$ cat src/rtl/pc_fetch_unit.sv
// Purpose : PC register plus single-outstanding instruction-fetch sequencer feeding decode.
// Latency : grant at N, rvalid at N+1 -> if_valid at N+2; peak one instruction per 3 cycles.
// Backpr. : if_ready low holds if_valid/if_instr/if_pc stable and blocks the next request.
//
// Ports:
//   clk, rst                  - clock, synchronous active-high reset
//   pc_out / pc_seq_in        - PC to the adder, PC+4 back from the adder
//   redirect_valid/_pc        - taken branch/jump from execute (highest priority)
//   imem_req/_addr/_gnt       - fetch request handshake (addr is always pc_out)
//   imem_rvalid/_rdata        - fetch response
//   if_valid/_ready/_instr/_pc- decode buffer, valid/ready
//   misalign_fault            - misaligned redirect trap flag
//
// Optional feature: FETCH_MISALIGN_TRAP_EN. When defined, a misaligned redirect
// parks the unit in S_FAULT until an aligned redirect or reset. When undefined,
// the low two target bits are cleared and misalign_fault is tied low.
module pc_fetch_unit #(
    parameter logic [31:0] RESET_PC = 32'h0000_0000
) (
    input  logic        clk,
    input  logic        rst,
    output logic [31:0] pc_out,
    input  logic [31:0] pc_seq_in,
    input  logic        redirect_valid,
    input  logic [31:0] redirect_pc,
    output logic        imem_req,
    output logic [31:0] imem_addr,
    input  logic        imem_gnt,
    input  logic        imem_rvalid,
    input  logic [31:0] imem_rdata,
    output logic        if_valid,
    input  logic        if_ready,
    output logic [31:0] if_instr,
    output logic [31:0] if_pc,
    output logic        misalign_fault
);

    typedef enum logic [1:0] {
        S_REQ   = 2'd0,
        S_WAIT  = 2'd1,
        S_OUT   = 2'd2,
        S_FAULT = 2'd3
    } state_t;

    state_t      state_q, state_d;
    logic [31:0] pc_q, pc_d;
    logic        vld_q, vld_d;
    logic [31:0] instr_q, instr_d;
    logic [31:0] ipc_q, ipc_d;
    // Set when the outstanding response belongs to a squashed fetch.
    logic        kill_q, kill_d;
    logic        fault_q, fault_d;
    logic [31:0] redir_target;

`ifdef FETCH_MISALIGN_TRAP_EN
    assign redir_target = redirect_pc;
`else
    assign redir_target = redirect_pc & ~32'h3;
`endif

    // State register
    always_ff @(posedge clk) begin
        if (rst) begin
            state_q <= S_REQ;
        end else begin
            state_q <= state_d;
        end
    end

    // Datapath registers
    always_ff @(posedge clk) begin
        if (rst) begin
            pc_q    <= RESET_PC;
            vld_q   <= 1'b0;
            instr_q <= 32'h0;
            ipc_q   <= 32'h0;
            kill_q  <= 1'b0;
            fault_q <= 1'b0;
        end else begin
            pc_q    <= pc_d;
            vld_q   <= vld_d;
            instr_q <= instr_d;
            ipc_q   <= ipc_d;
            kill_q  <= kill_d;
            fault_q <= fault_d;
        end
    end

    // Next-state and datapath next values
    always_comb begin
        state_d = state_q;
        pc_d    = pc_q;
        vld_d   = vld_q;
        instr_d = instr_q;
        ipc_d   = ipc_q;
        kill_d  = kill_q;
        fault_d = fault_q;

        if (redirect_valid) begin
            pc_d    = redir_target;
            vld_d   = 1'b0;
            fault_d = 1'b0;
            case (state_q)
                S_REQ: begin
                    // A grant in the redirect cycle still launches the old
                    // address; its response must be squashed.
                    if (imem_gnt) begin
                        state_d = S_WAIT;
                        kill_d  = 1'b1;
                    end
                end
                S_WAIT: begin
                    if (imem_rvalid) begin
                        state_d = S_REQ;
                        kill_d  = 1'b0;
                    end else begin
                        kill_d  = 1'b1;
                    end
                end
                default: state_d = S_REQ;
            endcase
`ifdef FETCH_MISALIGN_TRAP_EN
            if (redirect_pc[1:0] != 2'b00) begin
                state_d = S_FAULT;
                fault_d = 1'b1;
                kill_d  = 1'b0;
            end
`endif
        end else begin
            case (state_q)
                S_REQ: begin
                    if (imem_gnt) state_d = S_WAIT;
                end
                S_WAIT: begin
                    if (imem_rvalid) begin
                        if (kill_q) begin
                            kill_d  = 1'b0;
                            state_d = S_REQ;
                        end else begin
                            instr_d = imem_rdata;
                            ipc_d   = pc_q;
                            vld_d   = 1'b1;
                            pc_d    = pc_seq_in;
                            state_d = S_OUT;
                        end
                    end
                end
                S_OUT: begin
                    if (vld_q && if_ready) begin
                        vld_d   = 1'b0;
                        state_d = S_REQ;
                    end
                end
                default: begin
`ifdef FETCH_MISALIGN_TRAP_EN
                    state_d = S_FAULT;
`else
                    state_d = S_REQ;
`endif
                end
            endcase
        end
    end

    // Outputs: decoded from registered state; rst only masks the request.
    always_comb begin
        imem_req  = (state_q == S_REQ) && !rst;
        imem_addr = pc_q;
        pc_out    = pc_q;
        if_valid  = vld_q;
        if_instr  = instr_q;
        if_pc     = ipc_q;
`ifdef FETCH_MISALIGN_TRAP_EN
        misalign_fault = fault_q;
`else
        misalign_fault = 1'b0;
`endif
    end

endmodule

$ cat config.mk
export PLATFORM = sky130hd
export DESIGN_NAME = pc_fetch_unit
export DESIGN_NICKNAME = d
export VERILOG_FILES = /design/src/rtl/pc_fetch_unit.sv
export SDC_FILE = /design/constraint.sdc
export NUM_CORES = 1
export LEC_CHECK = 0
export BUFFER_PORTS_ARGS = -buffer_cell sky130_fd_sc_hd__buf_2
export CORE_UTILIZATION = 48
export DETAILED_ROUTE_END_ITERATION = 6
export PLACE_DENSITY = 0.85
export SYNTH_ARGS = -nofsm -noshare
export SYNTH_HDL_FRONTEND = slang
export SYNTH_SLANG_ARGS = --single-unit
$ cat constraint.sdc
create_clock -name clk -period 2.8 [get_ports clk]
set_input_delay 0.28 -clock clk [delete_from_list [all_inputs] [get_ports clk]]
set_output_delay 0.28 -clock clk [all_outputs]
set_load 0.1 [all_outputs]
-- Yosys cells after proc, flatten, opt, wreduce, memory -nomap -nowiden
Index checks and enable logic that the tools add are counted.
- register bits: 100
- input bits: 102
- output and inout port bits: 131
- logic and storage cells: 54
- equal/unequal tests: 8
- mux-type cells: 22
- bitwise gates (word level): 2
- reduce and logical (&&, ||, !) cells: 15
- operators by type and width (kind ; count):
    $mux 32 ; 4
    $mux 2 ; 6
    $reduce_and 4->1 ; 3
    $mux 1 ; 8
    $ne 2x2->1 const B ; 4
    $reduce_bool 2->1 ; 4
    $ne 3x3->1 const B ; 2
    $pmux 2 s3 ; 1
    $reduce_and 3->1 ; 2
    $pmux 1 s2 ; 2
    $pmux 2 s2 ; 1
    $eq 2x1->1 const B ; 1
    $eq 2x2->1 const B ; 1
    $logic_and 1x1->1 ; 2
    $logic_not 2->1 ; 1
    $not 1->1 ; 2
    $reduce_and 2->1 ; 1
    $reduce_or 2->1 ; 1
    $logic_not 1->1 ; 1

-- Logic depth before layout (Yosys ltp)
Gate-level depths: netlist of run 1.
- depth after elaboration: 4
- depth in mapped cells: 6
- gate-level depth less buffers: 3

-- Least setup slack after synthesis of run 1
Ideal clock, no wire load.
- path type: in2out
- start point: input rst
- end point: output imem_req
- arrival time: 2639 ps
- data required time: 2520 ps
- setup slack: -119 ps
- cell stages on the path: 3
- path buffers: 2
- cells stage by stage: clkbuf_1 -> clkbuf_1 -> nor3_1
- cells in the longest elaborated chain, start to end: 2
- RTL lines (element ; RTL line ; source):
    start: declaration ; 21 ; input logic rst,
    $logic_not 1->1 ; 167 ; imem_req = (state_q == S_REQ) && !rst;
    $logic_and 1x1->1 ; 167 ;
    end: declaration ; 26 ; output logic imem_req,
Every way passes these cells.

-- Final worst setup path of run 1
- start point: register state_q[0]
- end point: register ipc_q[30] (netlist: if_pc[30])
- cells in the longest elaborated chain, start to end: 2
- RTL lines (element ; RTL line ; source):
    start: declaration ; 45 ; state_t state_q, state_d;
    start signal: assignment ; 66 ; state_q <= state_d;
    $eq 2x1->1 ; 130 ; case (state_q)
    $reduce_and 4->1 (no source line) ; n/a ;
    end signal: assignment ; 83 ; ipc_q <= ipc_d;
    end: declaration ; 49 ; logic [31:0] ipc_q, ipc_d;
Every way passes these cells.
A chain may end at the register's enable or synchronous reset.

==> metrics.csv, run 1 <==
metric;value;unit
Netlist cell types;27;
WL/cell;14.8;um
Seq/Total Area, Yosys;0.472;
clk_lat worst skew;0.35;ns
setup TNS;0;ns
Critical Path, Cell by Cell;nand4bb_2 > buf_4 > o21ai_0 > a21oi_1;
worst slew pin tran;0.938;ns
Residual DRC;0;
Ys Warns;0;
IO buf count;229;
Switch Pwr;0.00123;W
combinational power share;0.258;
post-DP HPWL;7.39;mm
vias post-DR;3921;
pre-CTS setup slack;0.802;ns
Seq cells post-synth;100;
Sw Share;0.368;
core area;8380;um^2
Area Overhead vs Synth;25.8;%
part of the cycle the worst path needs;0.726;
status;completed;
RePlAce Congestion;0.735;
post-CTS sizing;0;
Iter 0 DRT Violations;152;
critical path peak fanout;40;
total power;0.00336;W
hold buffers post-CTS;0;
Peak VDD IR;0.373;mV
fin nets;729;
Post-CTS Setup Bufs;0;
Max Cap Viol;0;
Routed Antenna Nets;0;
largest area contributor in the netlist;dfxtp_1;
Row Count;33;
syn_nets;561;
Inserted Diodes;0;
worst path required time;3.01;ns
initial antenna violation count;0;
endpoints failing setup;0;
CTS H-Tree Depth;3;
vias in the first global route;3364;
Critical Path Sink Type;register;
Post-Synthesis Cell Area;4240;um^2
Clock power frac;0.292;
CTS clk-pin slew, worst paths;0.10;ns
drt first pass iters;4;
total routed wirelength;10.9;mm
total CTS buffers;9;
Die ar.;9220;um^2
Final Hold Viols;0;
P per Cell Area;629;nW/um^2
layout cell share with drive strength beyond 1;0.410;
Worst path slowest cell;nand4bb_2;
Worst EP arrival;2.24;ns
Synth top area share;0.472;
CTS tree;done;
CP Class;reg2reg;
Hold Crit Class;in2reg;
CP max stage delay;0.58;ns
Slew HR;0.374;
Die Height;96.0;um
critical path's top delay family;simple AND/OR/NAND/NOR gates;
Overall Global Routing Usage;0.219;
WP buf/inv;1;
Slew Limit Fails;0;
die width;96.0;um
global-route wire length before repair;15.6;mm
Worst Slack Setup Final;0.768;ns
crit path launch type;register;
top area cells in the synthesized netlist;dfxtp_1 (47%), nand3b_1 (11%), a21oi_1 (7.9%);
unrepaired setup endpoints after global routing;false;
maximum clock rate;492;MHz
Clock Path Buffers;2;
GR Overflow Total;0;
Clock Skew;0.00950;ns
cells after synthesis;459;
clk root buf;clkbuf_8;
sequential power share;0.450;
syn avg cell area;9.24;um^2
largest net degree at the start of global routing;131;
cell-internal power;0.00212;W
Pleak;2.45;nW
I/O pins;233;
fin crit period;2.03;ns
initial core utilization;0.506;
Sink Count;100;
vias per cell;5.32;
cell type report:
class,count,area (um^2)
Clock buffer,12,165
Sequential cell,100,2000
Fill cell,745,3050
Inverter,2,7.51
Multi-Input combinational cell,277,1770
Timing Repair Buffer,237,1210
Clock inverter,4,55.1
Tap cell,105,131
sequential cells by signal, indices dropped and copies added, names as in the netlist:
| register | cells |
|---|---|
| state_q | 2 |
| imem_addr | 32 |
| if_instr | 32 |
| kill_q | 1 |
| if_valid | 1 |
| if_pc | 32 |
worst paths after layout:
check,slack (ns),depth (start not counted),startpoint,endpoint
max,0.77,4,state_q[0],if_pc[30]
min,0.12,2,if_ready,if_valid
max reg2reg,0.77,4,state_q[0],if_pc[30]
min reg2reg,0.48,2,if_pc[4],if_pc[4]
layout by cell type, fill, tap and decap left out:
cell type   count
nor3_2          1
bufinv_16       1
and4bb_2        1
nor2_1          2
or2_0           1
clkinvlp_4      1
nand3b_1       64
a31oi_1         1
dfxtp_1       100
a311oi_1        1
nor2_2          2
inv_1           2
or2_2           1
a211oi_1        1
and2_1         30
mux2i_1         1
nand2_1         5
clkbuf_8       12
buf_2         229
nand4bb_2       1
a21oi_1        67
clkinv_4        1
buf_4           8
nor3_1          1
a221o_1        30
o21ai_0        64
conb_1          1
inv_6           1
nor2b_1         2
cell usage after synthesis, drive strengths merged:
master   number
nor3          2
and2         30
nand3b       64
and4bb        1
or2           2
a21oi        67
nor2          4
mux2i         1
a31oi         1
nand4bb       1
nor2b         2
o21ai        64
clkbuf       27
a311oi        1
nand2         5
a221o        30
a211oi        1
buf          53
conb          1
inv           2
dfxtp       100
cell families after synthesis:
| group | count (synthesis) | share of synthesized area |
|---|---|---|
| flops | 100 | 0.472 |
| simple gates | 111 | 0.180 |
| compound gates | 164 | 0.231 |
| mux | 1 | 0.00236 |
| buf+inv | 82 | 0.114 |
| other cells | 1 | 0.000884 |
metrics by stage:
step / util / cells / hold WS [ns] / area (um^2)
floorplan: - / 459 / 0.376 / 4250
CTS: 0.637 / 737 / 0.103 / 5340
global placement: 0.610 / 721 / 0.457 / 5110
global route: 0.637 / 737 / 0.128 / 5340
finish: 0.637 / 737 / 0.124 / 5340
detailed placement: 0.610 / 721 / 0.466 / 5110
layer usage:
layer | part of all wire | global-route usage
met3 | 0.050 | 0.0340
met1 | 0.42 | 0.254
met2 | 0.51 | 0.389
met4 | 0.020 | 0.108
met5 | 0 | 0
power groups by stage:
| stage | logic (W) | registers [W] | clock network, W |
|---|---|---|---|
| CTS | 0.000867 | 0.00151 | 0.00100 |
| floorplan | 0.000428 | 0.00185 | 0 |
| global placement | 0.000859 | 0.00154 | 0 |
| global route | 0.000899 | 0.00152 | 0.00107 |
| finish | 0.000867 | 0.00151 | 0.000981 |
| detailed placement | 0.000867 | 0.00154 | 0 |
No activity file was read; power rests on OpenSTA's default activity.
==> run 2: changes to the inputs <==
- CORE_UTILIZATION: 48 -> 45
- PLACE_DENSITY: 0.85 -> 0.81
- clock period: 2.8 -> 2.1 ns (I/O delays scaled with it)
==> run 2 against run 1 <==
Net effect:
- via count up 1.3%
- final cell count up 0.81%
- power increased by 30%
- clock skew rose by 0.0028 ns
- critical path depth is the same
- combinational power up 34%
- global-route usage down 0.36 points
- critical endpoint is now imem_addr[8]
- setup slack worse by 0.28 ns
- sequential power up 33%
- cell area is essentially flat
- utilization decreased by 5.7 points
==> metrics.csv, run 2 (synthesized netlist as in run 1, its figures left out) <==
metric;value;unit
status;completed;
post-CTS sizing;0;
Hold Crit Class;in2reg;
layout cell share with drive strength beyond 1;0.408;
total CTS buffers;9;
M1 GR Usage;0.253;
Slew HR;0.439;
initial core utilization;0.461;
Worst EP arrival;1.91;ns
CTS clk-pin slew, worst paths;0.09;ns
Max Cap Viol;0;
WL/cell;14.7;um
endpoints failing setup;0;
drt first pass iters;4;
critical path peak fanout;22;
Final Hold Viols;0;
Sink Count;100;
Inserted Diodes;0;
Clock Skew;0.0123;ns
P per Cell Area;820;nW/um^2
fin nets;730;
hold buffers post-CTS;0;
die width;99.1;um
total routed wirelength;11.0;mm
RePlAce Congestion;0.800;
Hold WS;0.0483;ns
Post-DP Area;5140;um^2
Pleak;2.43;nW
Overall Global Routing Usage;0.215;
Slew Limit Fails;0;
Die Height;99.1;um
post-DP HPWL;7.45;mm
final core occ;0.580;
clk_lat worst skew;0.35;ns
CP max stage delay;0.49;ns
setup TNS;0;ns
Post-CTS Setup Bufs;0;
clk root buf;clkbuf_8;
Post-Layout Inst Area;5330;um^2
worst slew pin tran;0.841;ns
Worst path slowest cell;dfxtp_1;
commonest cells after routing, fill and taps aside;buf_2 (229), dfxtp_1 (100), a21oi_1 (67);
CTS tree;done;
fin crit period;1.61;ns
Row Count;35;
initial antenna violation count;0;
M2 GR Usage;0.401;
Critical Path, Cell by Cell;nand4bb_2 > nor2_2 > buf_4 > a221o_1;
core area;9200;um^2
GRT busiest layer;met2;
largest net degree at the start of global routing;112;
CTS H-Tree Depth;3;
vias in the first global route;3562;
commonest non-fill, non-tap cell in the layout;buf_2;
Iter 0 DRT Violations;108;
vias per cell;5.35;
GR Layer Usage met3;0.0298;
I/O pins;233;
part of the cycle the worst path needs;0.768;
Clock Path Buffers;2;
Die ar.;9820;um^2
global-route wire length before repair;17.0;mm
critical path's top delay family;simple AND/OR/NAND/NOR gates;
worst path required time;2.40;ns
CP Class;reg2reg;
Peak VDD IR;0.384;mV
WP buf/inv;1;
maximum clock rate;620;MHz
GR Overflow Total;0;
Area Overhead vs Synth;25.8;%
Routed Antenna Nets;0;
unrepaired setup endpoints after global routing;false;
IO buf count;229;
Residual DRC;0;
vias post-DR;3972;
Critical Path Sink Type;register;
crit path launch type;register;
[run 2: changes by cell type in the layout (fill, tap and decap cells not counted), sizes merged]
cell	before	now
buf	237	238
clkbuf	12	11
clkinvlp	1	2
inv	3	2
[run 2: worst paths after layout]
kind                                    from           end  slack (ns)  cells after the start
worst max register to register    state_q[0]  imem_addr[8]        0.49                      4
worst min-delay path                if_ready      if_valid        0.05                      2
worst max-delay path              state_q[0]  imem_addr[8]        0.49                      4
worst min register to register  if_instr[31]  if_instr[31]        0.48                      2
[run 2: metrics by stage]
| step | worst slack, ns | power (W) | cells |
|---|---|---|---|
| 2_1_floorplan | 0.176 | 0.00304 | 459 |
| 3_3_place_gp | 0.532 | 0.00320 | 728 |
| 3_5_place_dp | 0.425 | 0.00322 | 728 |
| 4_1_cts | 0.458 | 0.00442 | 743 |
| 5_1_grt | 0.332 | 0.00455 | 743 |
| 6_report | 0.487 | 0.00437 | 743 |
[run 2: final cells by class]
cell class | count | area [um^2]
Timing Repair Buffer | 238 | 1230
Multi-Input combinational cell | 277 | 1770
Tap cell | 111 | 139
Sequential cell | 100 | 2000
Inverter | 2 | 7.51
Clock inverter | 4 | 50.0
Clock buffer | 11 | 141
Fill cell | 868 | 3860
[run 2: routing by layer]
| layer | up-vias | part of all wire |
|---|---|---|
| met2 | 136 | 0.52 |
| met5 | - | 0 |
| met1 | 1884 | 0.42 |
| met3 | 16 | 0.045 |
| met4 | 0 | 0.017 |
| li1 | 1936 | - |
[run 2: worst reg2reg max path: cells and delay by family, from the launching register on]
family                 cells  cell delay (ns)
AOI/OAI and AO/OA          1             0.21
buffers and inverters      1             0.34
DFF                        1             0.49
and+or+nand+nor            2             0.53
[run 2: report_power, final]
group	leakage, nW	switching, W	internal, W	total (W)
sequential	0.813	0.0000551	0.00196	0.00201
combinational	1.53	0.000937	0.000221	0.00116
clock	0.0914	0.000627	0.000576	0.00120
